--- config.mk ---
export PLATFORM = sky130hd
export DESIGN_NAME = uart_core
export DESIGN_NICKNAME = d
export VERILOG_FILES = /design/src/rtl/uart_core.sv
export SDC_FILE = /design/constraint.sdc
export NUM_CORES = 1
export LEC_CHECK = 0
export CORE_ASPECT_RATIO = 0.5
export CORE_MARGIN = 2
export CORE_UTILIZATION = 59
export CTS_BUF_LIST = sky130_fd_sc_hd__clkbuf_8
export DETAILED_ROUTE_END_ITERATION = 8
export PLACE_DENSITY_LB_ADDON = 0.25
export REMOVE_ABC_BUFFERS = 1
export SLEW_MARGIN = 20
export SYNTH_ARGS = -nofsm -noshare
export SYNTH_HDL_FRONTEND = slang
export SYNTH_SLANG_ARGS = --single-unit
--- constraint.sdc ---
create_clock -name sys_clk -period 2.7 [get_ports sys_clk]
set_input_delay 0.54 -clock sys_clk [delete_from_list [all_inputs] [get_ports sys_clk]]
set_output_delay 0.54 -clock sys_clk [all_outputs]
set_load 0.01 [all_outputs]
--- src/rtl/uart_core.sv ---
`timescale 1ns/1ps
// uart_core: 8N1 UART transmitter + receiver with exported baud ticks.
//   sys_clk, rst_n          : clock, asynchronous active-low reset
//   tx_clk, rx_clk          : TX bit tick (every TX_DIV), RX 16x tick (every RX_DIV)
//   tx_en, tx_data          : send request and byte, captured when idle
//   tx, tx_busy             : serial out (idle high), transmitter occupied
//   rx                      : asynchronous serial in
//   rx_data, rx_ready       : last good byte, sticky new-byte flag
//   rx_ready_clear          : clears rx_ready (a same-cycle set wins)
module uart_core #(
    parameter int CLK_FREQ = 30_000_000,
    parameter int BAUD     = 115200
) (
    input  logic       sys_clk,
    input  logic       rst_n,
    output logic       tx_clk,
    output logic       rx_clk,
    input  logic       tx_en,
    input  logic [7:0] tx_data,
    output logic       tx,
    output logic       tx_busy,
    input  logic       rx,
    output logic [7:0] rx_data,
    output logic       rx_ready,
    input  logic       rx_ready_clear
);
    localparam int TX_DIV = CLK_FREQ / BAUD;
    localparam int RX_DIV = CLK_FREQ / (16 * BAUD);
    localparam int TXW = $clog2(TX_DIV + 1);
    localparam int RXW = $clog2(RX_DIV + 1);
    localparam logic [TXW-1:0] TX_LAST = TXW'(TX_DIV - 1);
    localparam logic [RXW-1:0] RX_LAST = RXW'(RX_DIV - 1);

    typedef enum logic [1:0] {IDLE, START, DATA, STOP} state_t;

    state_t         tx_state_q, tx_state_d, rx_state_q, rx_state_d;
    logic [TXW-1:0] tx_cnt_q, tx_cnt_d;
    logic [RXW-1:0] rx_cnt_q, rx_cnt_d;
    logic [7:0]     tx_shift_q, tx_shift_d, rx_shift_q, rx_shift_d;
    logic [2:0]     tx_bit_q, tx_bit_d, rx_bit_q, rx_bit_d;
    logic           tx_q, tx_d, tx_busy_q, tx_busy_d;
    logic [1:0]     rx_sync_q, rx_sync_d;
    logic [3:0]     rx_tick_q, rx_tick_d;
    logic [7:0]     rx_data_q, rx_data_d;
    logic           rx_ready_q, rx_ready_d;
    logic           rx_line;

    assign tx_clk   = tx_cnt_q == TX_LAST;
    assign rx_clk   = rx_cnt_q == RX_LAST;
    assign rx_line  = rx_sync_q[1];
    assign tx       = tx_q;
    assign tx_busy  = tx_busy_q;
    assign rx_data  = rx_data_q;
    assign rx_ready = rx_ready_q;

    // tx/tx_busy are registered from the state, so they trail it by one cycle.
    always_comb begin
        tx_state_d = tx_state_q;
        tx_cnt_d   = tx_clk ? '0 : tx_cnt_q + TXW'(1);
        tx_shift_d = tx_shift_q;
        tx_bit_d   = tx_bit_q;
        tx_d       = tx_state_q == START ? 1'b0 : tx_state_q == DATA ? tx_shift_q[0] : 1'b1;
        tx_busy_d  = tx_state_q != IDLE;
        case (tx_state_q)
            IDLE: if (tx_en) begin
                tx_state_d = START;
                tx_cnt_d   = '0;
                tx_shift_d = tx_data;
                tx_bit_d   = '0;
            end
            START: if (tx_clk) tx_state_d = DATA;
            DATA: if (tx_clk) begin
                tx_shift_d = tx_shift_q >> 1;
                tx_bit_d   = tx_bit_q + 3'd1;
                if (tx_bit_q == 3'd7) tx_state_d = STOP;
            end
            default: if (tx_clk) tx_state_d = IDLE;
        endcase
    end

    // The detecting tick resets the tick count, so the start bit is sampled
    // 8 ticks later (mid-bit) and every later bit 16 ticks after that.
    always_comb begin
        rx_cnt_d   = rx_clk ? '0 : rx_cnt_q + RXW'(1);
        rx_sync_d  = {rx_sync_q[0], rx};
        rx_state_d = rx_state_q;
        rx_tick_d  = rx_tick_q;
        rx_bit_d   = rx_bit_q;
        rx_shift_d = rx_shift_q;
        rx_data_d  = rx_data_q;
        rx_ready_d = rx_ready_q & ~rx_ready_clear;
        if (rx_clk) begin
            rx_tick_d = rx_tick_q + 4'd1;
            case (rx_state_q)
                IDLE: begin
                    rx_tick_d = '0;
                    if (!rx_line) rx_state_d = START;
                end
                START: if (rx_tick_q == 4'd7) begin
                    rx_tick_d  = '0;
                    rx_bit_d   = '0;
                    rx_state_d = rx_line ? IDLE : DATA;
                end
                DATA: if (rx_tick_q == 4'd15) begin
                    rx_shift_d = {rx_line, rx_shift_q[7:1]};
                    rx_bit_d   = rx_bit_q + 3'd1;
                    if (rx_bit_q == 3'd7) rx_state_d = STOP;
                end
                default: if (rx_tick_q == 4'd15) begin
                    rx_state_d = IDLE;
                    if (rx_line) begin
                        rx_data_d  = rx_shift_q;
                        rx_ready_d = 1'b1;
                    end
                end
            endcase
        end
    end

    always_ff @(posedge sys_clk or negedge rst_n) begin
        if (!rst_n) begin
            tx_state_q <= IDLE;
            tx_cnt_q   <= '0;
            tx_shift_q <= '0;
            tx_bit_q   <= '0;
            tx_q       <= 1'b1;
            tx_busy_q  <= 1'b0;
            rx_state_q <= IDLE;
            rx_cnt_q   <= '0;
            rx_sync_q  <= 2'b11;
            rx_tick_q  <= '0;
            rx_bit_q   <= '0;
            rx_shift_q <= '0;
            rx_data_q  <= '0;
            rx_ready_q <= 1'b0;
        end else begin
            tx_state_q <= tx_state_d;
            tx_cnt_q   <= tx_cnt_d;
            tx_shift_q <= tx_shift_d;
            tx_bit_q   <= tx_bit_d;
            tx_q       <= tx_d;
            tx_busy_q  <= tx_busy_d;
            rx_state_q <= rx_state_d;
            rx_cnt_q   <= rx_cnt_d;
            rx_sync_q  <= rx_sync_d;
            rx_tick_q  <= rx_tick_d;
            rx_bit_q   <= rx_bit_d;
            rx_shift_q <= rx_shift_d;
            rx_data_q  <= rx_data_d;
            rx_ready_q <= rx_ready_d;
        end
    end
endmodule

**Word-level counts from Yosys, hierarchy flattened**

Index checks and enable logic that the tools add are counted.

- Add/sub/neg operators: 5
- Equal/unequal tests: 18
- Mux-type cells: 34
- Bitwise gates (word level): 3
- Reductions and logical operators: 14

Operator list:

| kind | count |
|---|---|
| 2-to-1 mux 9 bit | 3 |
| 2-to-1 mux 2 bit | 11 |
| 2-to-1 mux 8 bit | 2 |
| case mux 8 bit (2 select lines) | 1 |
| != test 2 bit (second input constant) | 7 |
| 2-to-1 mux 3 bit | 4 |
| case mux 2 bit (3 select lines) | 2 |
| case mux 3 bit (2 select lines) | 2 |
| adder 9 x 1 -> 9 bit (second input constant) | 1 |
| == test 9 bit (second input constant) | 1 |
| case mux 4 bit (2 select lines) | 1 |
| AND reduction 4 bit | 2 |
| nonzero test 2 bit | 4 |
| adder 3 x 1 -> 3 bit (second input constant) | 2 |
| == test 3 bit (second input constant) | 2 |
| 2-to-1 mux 1 bit | 6 |
| AND reduction 3 bit | 2 |
| AND reduction 6 bit | 1 |
| adder 5 x 1 -> 5 bit (second input constant) | 1 |
| == test 5 x 4 -> 1 bit (second input constant) | 1 |
| 2-to-1 mux 5 bit | 1 |
| AND reduction 5 bit | 1 |
| adder 4 x 1 -> 4 bit (second input constant) | 1 |
| == test 2 x 1 -> 1 bit (second input constant) | 2 |
| other kinds (10) | 13 |

- Bits in registers: 57

**Depth between registers and ports, before layout**

Gate-level depths: netlist of run 1.

- Depth in word-level cells: 6
- Mapped depth: 8
- Depth with buffers taken out: 6

**Worst setup path after synthesis of run 1**

No wires, ideal clock.

- Path type: register to register
- Start point: register rx_cnt_q[0]
- End point: register rx_shift_q[0]
- Arrival time: 1.849 ns
- Data required time: 2.575 ns
- Setup slack: 0.727 ns
- Cell stages (with the launch flop): 8
- Path buffers: 1
- Path through: dfrtp_1 -> ha_1 -> nand4b_2 -> inv_2 -> nand3_1 -> nor3_1 -> buf_4 -> mux2_2

- Cells in the longest elaborated chain, start to end: 2

RTL lines:

| item | line | source |
|---|---|---|
| start, declared | 38 | `logic [RXW-1:0] rx_cnt_q, rx_cnt_d;` |
| start signal, assigned | 144 | `rx_cnt_q <= rx_cnt_d;` |
| == test 5 x 4 -> 1 bit | 49 | `assign rx_clk = rx_cnt_q == RX_LAST;` |
| via rx_clk | 17 | `output logic rx_clk,` |
| AND reduction 3 bit (no source line) | - |  |
| end signal, assigned | 148 | `rx_shift_q <= rx_shift_d;` |
| end, declared | 39 | `logic [7:0] tx_shift_q, tx_shift_d, rx_shift_q, rx_shift_d;` |

The timed path passes the listed nets, and every way through them passes these cells.
A chain may end at the register's enable or synchronous reset.

**Worst setup path in the final report of run 1**

- Start point: register tx_cnt_q[5]
- End point: output port tx_clk

- Cells in the longest elaborated chain, start to end: 1

RTL lines:

| item | line | source |
|---|---|---|
| start, declared | 37 | `logic [TXW-1:0] tx_cnt_q, tx_cnt_d;` |
| start signal, assigned | 138 | `tx_cnt_q <= tx_cnt_d;` |
| == test 9 bit | 48 | `assign tx_clk = tx_cnt_q == TX_LAST;` |
| end, declared | 16 | `output logic tx_clk,` |

No other way between the ends.

==> impl_metrics.tcl, run 1 <==
set metrics [dict create \
    cp_data_required_time_ps 2160 \
    drt_iter0_markers 132 \
    power_frac_comb_pct 26.8 \
    internal-power_uw 1930 \
    hold_viol_final 0 \
    die_y_um 51.4 \
    antenna_found_initial 0 \
    synth-edff-count 0 \
    path_clk_slew_ps 70 \
    ff2ff_setup_slack_ps 530 \
    drv_cap 0 \
    fp.dieW_um 98.8 \
    final_nets 278 \
    viasPerCell 5.62 \
    ys_ff_latch 57 \
    grt_pass1_vias 1866 \
    p_seq_share_pct 40.9 \
    setup_violations 0 \
    postLayoutCoreUtil_pct 73.1 \
    htreeDepth 3 \
    synth_top_area_share_pct 50.9 \
    reg2reg_depth 6 \
    avgSynthCellArea_um2 12.0 \
    cts_hold_buf 0 \
    drc_errors 0 \
    portBuffers 25 \
    synth-async-reset-ratio_pct 100 \
    status "finished, final reports clean" \
    start_util_pct 60.8 \
    min_period_ps 2450 \
    finalNonFillerCells 317 \
    root_buffer "clkbuf_8" \
    peakVddDrop_mv 0.750 \
    io_pins 26 \
    area_growth_pct 20.2 \
    period_share_pct 90.8 \
    dp_cells 300 \
    relSlewSlack_pct 53.8 \
    post_synth_inst_count 221 \
    finClkSkew_ps 8.56 \
    synth_area_um2 2650 \
    hpwl_mm 3.14 \
    fmax_mhz 408 \
    power_uw 2720 \
    clock_latency_ps 340 \
    critPathLaunch "tx_cnt_q[5]" \
    synth_area_leaders "dfrtp_1 (51%), mux2_2 (10%), ha_1 (4.7%), mux2_4 (3.4%), dfstp_2 (3.0%)" \
    worstHoldPathType "input pin to asynchronous set/reset pin" \
    rsz0062_at_grt "false" \
    yosysTopAreaCell "dfrtp_1" \
    crit_chain "or4_4 > or2_1 > clkinv_4 > dlygate4sd2_1" \
    cts_buffers 9 \
    crit_path_start_kind "register" \
    n_fill_cell 290 \
    wirelength_mm 4.84 \
    drtPass1Iterations 4 \
    max_stage_delay_ps 560 \
    clkPwrFrac_pct 32.4 \
    worst_pin_slew_ps 693 \
    setup_tns_ps 0 \
    die-area_um2 5080 \
    p_switching_uw 796 \
    synthFlopType "dfrtp_1" \
    slowest_stage "or4_4" \
    powerDensity_nw_per_um2 855 \
    crit_end "tx_clk" \
    grt_usage_pct 22.2 \
    clkSinkCount 57 \
    crit_path_end_kind "output port" \
    place_congestion 0.908 \
    ant_nets 0 \
    power_leakage_uw 0.00156 \
    ys_seq_area_share_pct 53.9 \
    avgRoutedWirePerCell_um 15.3 \
    r2r-end "tx_state_q[1]" \
    cts.path.max_buffers 2 \
    switching_share_pct 29.2 \
    grt_pass1_wl_mm 8.54 \
    worstSetupPathType "register to output port" \
    n_antenna_cell 0 \
    path_max_fanout 5 \
    ys_warn_count 0 \
    cts_tree "yes" \
    rr_startpoint "tx_state_q[0]" \
    grt_max_degree 58 \
    yosysUniqueCellTypes 45 \
    drv_slew 0 \
    row_count 17 \
    num_vias 1782 \
    layout-drive-gt1-share_pct 23.8 \
    grt_remaining_overflow 0 \
    core_area_um2 4360 \
    cp_data_arrival_time_ps 1910 \
]
cell families (layout without fill, tap and decap cells):
group	after synthesis	count (layout)	synth area share, %
buffers and inverters	17	56	3.02
and+or+nand+nor	61	61	12.5
xor gates and xnor gates	10	10	3.30
adders and majority gates	10	10	4.72
AOI/OAI and AO/OA	34	34	8.21
DFF	57	57	53.9
muxes	32	32	14.3
cells in the mapped netlist (all sizes together) (3+ instances only):
master  instances
dfrtp          54
mux2           30
nor2           16
nand2          13
o21ai          11
ha             10
inv             9
xor2            9
nand3           8
a21oi           7
nor3            6
a31oi           5
clkbuf          5
a21o            3
dfstp           3
or2             3
layer usage:
metal  track usage, %  routed length, um
met1             27.8               2190
met2             36.3               2430
met3             9.17                185
met4             5.48                 37
met5                0                  0
stage by stage:
stage                     setup WS (ps)  instance area [um2]  hold slack, ps
after floorplan                     303                 2620             244
after global placement              337                 2960             346
after detailed placement            332                 2960             350
after CTS                           231                 3190             344
after global routing               88.3                 3190             346
final                               248                 3190             319
final cells by class:
class | count | area [um2] | share of cell area [%]
clock buffer | 10 | 138 | 4.32
clock inverter | 6 | 82.6 | 2.59
inverter | 10 | 42.5 | 1.33
multi-input combinational | 147 | 1140 | 35.8
sequential | 57 | 1430 | 44.9
tap | 57 | 71.3 | 2.24
timing repair buffer | 30 | 282 | 8.83
power groups by stage:
stage	Combinational [uW]	Clock (uW)	Sequential (uW)
global placement	693	0	1110
detailed placement	724	0	1120
CTS	731	898	1110
finish	729	882	1110
floorplan	557	0	1100
global route	807	941	1130
how the worst min path moves through the flow:
stage / from / end / slack (ps) / cells after the start
after floorplan: rst_n / rx_bit_q[0] / 240 / 0
after global placement: rx_sync_q[0] / rx_sync_q[1] / 350 / 0
after detailed placement: rx_sync_q[0] / rx_sync_q[1] / 350 / 0
after CTS: rst_n / rx_state_q[1] / 340 / 2
after global routing: rx_sync_q[0] / rx_sync_q[1] / 350 / 0
final: rst_n / rx_tick_q[3] / 320 / 2
placed cells by master (no fill, tap or decap), types with 3 or more instances in the layout:
master / Yosys / layout
dfrtp_1: 54 / 54
clkbuf_8: 0 / 10
clkdlybuf4s50_1: 0 / 23
mux2_2: 24 / 24
nor2_1: 16 / 16
nand3_1: 8 / 8
inv_1: 8 / 9
buf_4: 1 / 5
a21oi_1: 7 / 7
nor3_1: 5 / 5
ha_1: 10 / 10
a21o_1: 3 / 3
dfstp_2: 3 / 3
xor2_1: 9 / 9
o21ai_0: 10 / 10
nand2_1: 13 / 13
mux2_4: 6 / 6
a31oi_1: 5 / 5
repair_timing:
action	4_1_cts	5_1_grt
resized for setup	1	0
setup buffers	1	0
endpoints found under the setup margin	1	0
sequential cells by signal, indices dropped and copies added (netlist names), 3 cells and up:
signal	count
rx_shift_q	8
rx_cnt_q	5
rx_data	8
tx_bit_q	3
tx_cnt_q	9
tx_shift_q	8
rx_tick_q	4
rx_bit_q	3
worst max-delay path, delay by kind of cell (launching register included):
family,cells,cell delay (ps)
DFF,1,400
and+or+nand+nor,2,830
buffers and inverters,2,360
Note: power is estimated with default switching activity, not from simulation.
==> inputs of run 2 (changes only) <==
--- a/config.mk
+++ b/config.mk
@@ -7,9 +7,11 @@
 export LEC_CHECK = 0
 export CORE_ASPECT_RATIO = 0.5
 export CORE_MARGIN = 2
-export CORE_UTILIZATION = 59
+export CORE_UTILIZATION = 60
 export CTS_BUF_LIST = sky130_fd_sc_hd__clkbuf_8
+export CTS_CLUSTER_DIAMETER = 30
 export DETAILED_ROUTE_END_ITERATION = 8
+export DONT_BUFFER_PORTS = 1
 export PLACE_DENSITY_LB_ADDON = 0.25
 export REMOVE_ABC_BUFFERS = 1
 export SLEW_MARGIN = 20
==> impl_metrics.tcl, run 2 (same netlist as run 1, synthesis figures left out) <==
set metrics [dict create \
    status "finished, final reports clean" \
    portBuffers 0 \
    io_pins 26 \
    fmax_mhz 433 \
    path_clk_slew_ps 70 \
    start_util_pct 61.4 \
    powerDensity_nw_per_um2 901 \
    worst_pin_slew_ps 613 \
    peakVddDrop_mv 0.756 \
    area_growth_pct 10.8 \
    cts_buffers 9 \
    power_leakage_uw 0.00145 \
    grt_remaining_overflow 0 \
    min_period_ps 2310 \
    antenna_found_initial 0 \
    grt_max_degree 55 \
    ant_nets 0 \
    finClkSkew_ps 7.49 \
    layout-drive-gt1-share_pct 25.4 \
    crit_path_end_kind "output port" \
    setup_violations 0 \
    drv_cap 0 \
    die-area_um2 5000 \
    drc_errors 0 \
    wirelength_mm 4.26 \
    rsz0062_at_grt "false" \
    die_y_um 51.0 \
    worstSetupPathType "register to output port" \
    core_area_um2 4320 \
    layout_common_cells "dfrtp_1 (54), mux2_2 (24), nor2_1 (16)" \
    cts_hold_buf 1 \
    cp_data_arrival_time_ps 1770 \
    setup_tns_ps 0 \
    ctsResizeCount 0 \
    crit_path_start_kind "register" \
    drtPass1Iterations 4 \
    viasPerCell 5.62 \
    grt_pass1_wl_mm 7.49 \
    worstHoldPathType "input pin to asynchronous set/reset pin" \
    fp.dieW_um 98.0 \
    grt_usage_pct 19.7 \
    path_max_fanout 7 \
    post_cts_buffers 0 \
    drt_iter0_markers 82 \
    holdWs_ps 52.8 \
    clock_latency_ps 330 \
    place_congestion 0.824 \
    drv_slew 0 \
    cts_tree "yes" \
    avgRoutedWirePerCell_um 14.7 \
    layout_commonest_cell "dfrtp_1" \
    htreeDepth 3 \
    cp_data_required_time_ps 2160 \
    n_fill_cell 308 \
    root_buffer "clkbuf_8" \
    relSlewSlack_pct 59.1 \
    clkSinkCount 57 \
    largest_reg_flops 9 \
    row_count 17 \
    grt_pass1_vias 1634 \
    num_vias 1624 \
    hold_viol_final 0 \
    n_antenna_cell 0 \
    max_flop_register "tx_cnt_q" \
    final_nets 250 \
    cts.path.max_buffers 2 \
    period_share_pct 85.5 \
    postLayoutCoreUtil_pct 68.1 \
    hpwl_mm 2.86 \
]
[run 2: per-layer routing]
metal | track usage, % | part of all wire (%)
met1 | 25.0 | 49
met2 | 31.5 | 47
met3 | 6.84 | 3.6
met4 | 8.33 | 0.80
met5 | 0 | 0
[run 2: critical path, stage by stage, from the launching register on]
cell	delay (ps)
dfrtp_1	420
or4_4	560
or2_1	340
clkinv_4	120
[run 2: cell type report]
type | count | area (um2) | area share, %
clock buffers | 9 | 124 | 4.21
flip-flops and latches | 57 | 1430 | 48.6
repair buffers | 2 | 35.0 | 1.19
inverters | 10 | 42.5 | 1.45
well taps | 57 | 71.3 | 2.43
clock inverters | 7 | 95.1 | 3.23
multi-input cells | 147 | 1140 | 38.9
[run 2: power by group]
part / internal, uW / switching (uW) / total, uW
sequential: 1010 / 116 / 1120
combinational: 346 / 318 / 664
clock: 519 / 344 / 863
total: 1870 / 778 / 2650
[run 2: path summary, 6_finish.rpt]
check / from / to / slack (ps) / cells past startpoint
max: tx_cnt_q[6] / tx_clk / 390 / 3
min: rst_n / rx_sync_q[1] / 50 / 0
max reg2reg: tx_state_q[0] / tx_state_q[1] / 480 / 6
min reg2reg: rx_sync_q[0] / rx_sync_q[1] / 360 / 0
max in group asynchronous: rst_n / tx_bit_q[2] / 2400 / 1
min in group sys_clk: rx / rx_sync_q[0] / 210 / 0
[run 2: through the flow]
step,area [um2],instances,worst slack [ps],power (uW)
2_1_floorplan,2620,214,303,1660
6_report,2940,289,392,2650
5_1_grt,2940,289,317,2820
3_3_place_gp,2690,272,517,1760
4_1_cts,2940,289,388,2680
3_5_place_dp,2690,272,472,1790
==> inputs of run 3 (changes only) <==
--- a/config.mk
+++ b/config.mk
@@ -7,11 +7,12 @@
 export LEC_CHECK = 0
 export CORE_ASPECT_RATIO = 0.5
 export CORE_MARGIN = 2
-export CORE_UTILIZATION = 60
+export CORE_UTILIZATION = 59
 export CTS_BUF_LIST = sky130_fd_sc_hd__clkbuf_8
 export CTS_CLUSTER_DIAMETER = 30
 export DETAILED_ROUTE_END_ITERATION = 8
 export DONT_BUFFER_PORTS = 1
+export HOLD_SLACK_MARGIN = 0.15
 export PLACE_DENSITY_LB_ADDON = 0.25
 export REMOVE_ABC_BUFFERS = 1
 export SLEW_MARGIN = 20
==> constraint.sdc (replaced) <==
create_clock -name sys_clk -period 2.1 [get_ports sys_clk]
set_input_delay 0.42 -clock sys_clk [delete_from_list [all_inputs] [get_ports sys_clk]]
set_output_delay 0.42 -clock sys_clk [all_outputs]
set_load 0.01 [all_outputs]
==> impl_metrics.tcl, run 3 (same netlist as run 1, synthesis figures left out) <==
set metrics [dict create \
    setup_tns_ps 0 \
    postLayoutCoreUtil_pct 70.1 \
    drt_iter0_markers 59 \
    drv_slew 0 \
    grt_pass1_vias 1707 \
    layout_commonest_cell "dfrtp_1" \
    portBuffers 0 \
    powerDensity_nw_per_um2 1130 \
    ant_nets 0 \
    fmax_mhz 479 \
    final_nets 264 \
    cts_tree "yes" \
    start_util_pct 60.8 \
    path_max_fanout 4 \
    r2r-end "rx_shift_q[5]" \
    place_congestion 0.906 \
    rsz0062_at_grt "true" \
    fp.dieW_um 98.8 \
    drc_errors 0 \
    avgRoutedWirePerCell_um 15.1 \
    cts_buffers 9 \
    rr_startpoint "rx_cnt_q[0]" \
    period_share_pct 99.4 \
    row_count 17 \
    holdWs_ps 256 \
    hpwl_mm 2.91 \
    ff2ff_setup_slack_ps 150 \
    cp_data_required_time_ps 1680 \
    hold_viol_final 0 \
    clkSinkCount 57 \
    relSlewSlack_pct 75.8 \
    grt_max_degree 58 \
    layout_common_cells "dfrtp_1 (53), mux2_2 (24), nor2_1 (16)" \
    drv_cap 0 \
    viasPerCell 5.66 \
    core_area_um2 4360 \
    cp_data_arrival_time_ps 1670 \
    min_from "rx_ready_clear" \
    grt_remaining_overflow 0 \
    n_antenna_cell 0 \
    grt_usage_pct 20.5 \
    setup_violations 0 \
    finClkSkew_ps 7.85 \
    drtPass1Iterations 4 \
    hold_end "rx_ready" \
    holdPathStages 2 \
    min_period_ps 2090 \
    reg2reg_depth 7 \
    htreeDepth 3 \
    worstSetupPathType "register to output port" \
    crit_path_end_kind "output port" \
    status "finished, final reports clean" \
    path_clk_slew_ps 70 \
    peakVddDrop_mv 0.906 \
    area_growth_pct 15.3 \
    root_buffer "clkbuf_8" \
    num_vias 1716 \
    die_y_um 51.4 \
    io_pins 26 \
    antenna_found_initial 0 \
    power_uw 3440 \
    clock_latency_ps 320 \
    die-area_um2 5080 \
    layout-drive-gt1-share_pct 29.7 \
    worst_pin_slew_ps 362 \
    largest_reg_flops 9 \
    wirelength_mm 4.56 \
    power_leakage_uw 0.00152 \
    max_flop_register "tx_cnt_q" \
    crit_path_start_kind "register" \
    cts.path.max_buffers 2 \
    worstHoldPathType "input pin to register" \
    grt_pass1_wl_mm 7.87 \
]
run 3: cell count changes in the layout (fill, tap and decap cells not counted), moves of 2 or more:
cell,change
clkinv_4,-2
buf_4,+11
dlygate4sd3_1,+2
inv_1,+2
run 3: cell type report:
cell class	instances	area, um2
Timing Repair Buffer	16	149
Clock inverter	7	87.6
Sequential cell	57	1430
Tap cell	57	71.3
Fill cell	309	1300
Inverter	10	42.5
Clock buffer	9	124
Multi-Input combinational cell	147	1150
run 3: timing repair:
| action | 4_1_cts | 5_1_grt |
|---|---|---|
| setup endpoints to repair | 1 | 16 |
| hold endpoints to repair | 58 | 0 |
| buffers inserted | 5 | 3 |
| hold buffers | 3 | 0 |
| gates resized for setup | 2 | 3 |
| pin swaps | 2 | 2 |
| gates cloned | 0 | 0 |
run 3: metrics by stage:
step	cell area (um2)	setup slack, ps	instances
after global routing	3060	-47.8	303
after floorplan	2620	-297	214
after CTS	3030	-25.0	300
after global placement	2720	120	276
final	3060	12.0	303
after detailed placement	2720	82.8	276
run 3: worst max-delay path by stage:
stage	startpoint	to	slack (ps)
2_1_floorplan	rx_cnt_q[0]	rx_shift_q[0]	-300
3_3_place_gp	tx_cnt_q[0]	tx_shift_q[2]	120
3_5_place_dp	tx_cnt_q[0]	tx_shift_q[5]	80
4_1_cts	tx_cnt_q[6]	tx_clk	-20
5_1_grt	tx_cnt_q[6]	tx_clk	-50
6_report	tx_cnt_q[6]	tx_clk	10
run 3: critical path: stages (launching register included):
cell      delay [ps]
dfrtp_1          380
or4_4            530
or2_4            260
clkinv_4          60
buf_6            110
run 3: where the power goes:
part           internal (uW)  switching (uW)
clock network            657             430
registers               1300             146
logic                    482             430
total                   2440            1010
run 3: per-layer routing:
layer	share of wire [%]	GRT usage, %	up-vias
met5	0	0	-
met4	0.42	7.31	0
met3	4.5	9.30	2
met2	47	32.3	35
met1	48	25.4	856
li1	-	-	823
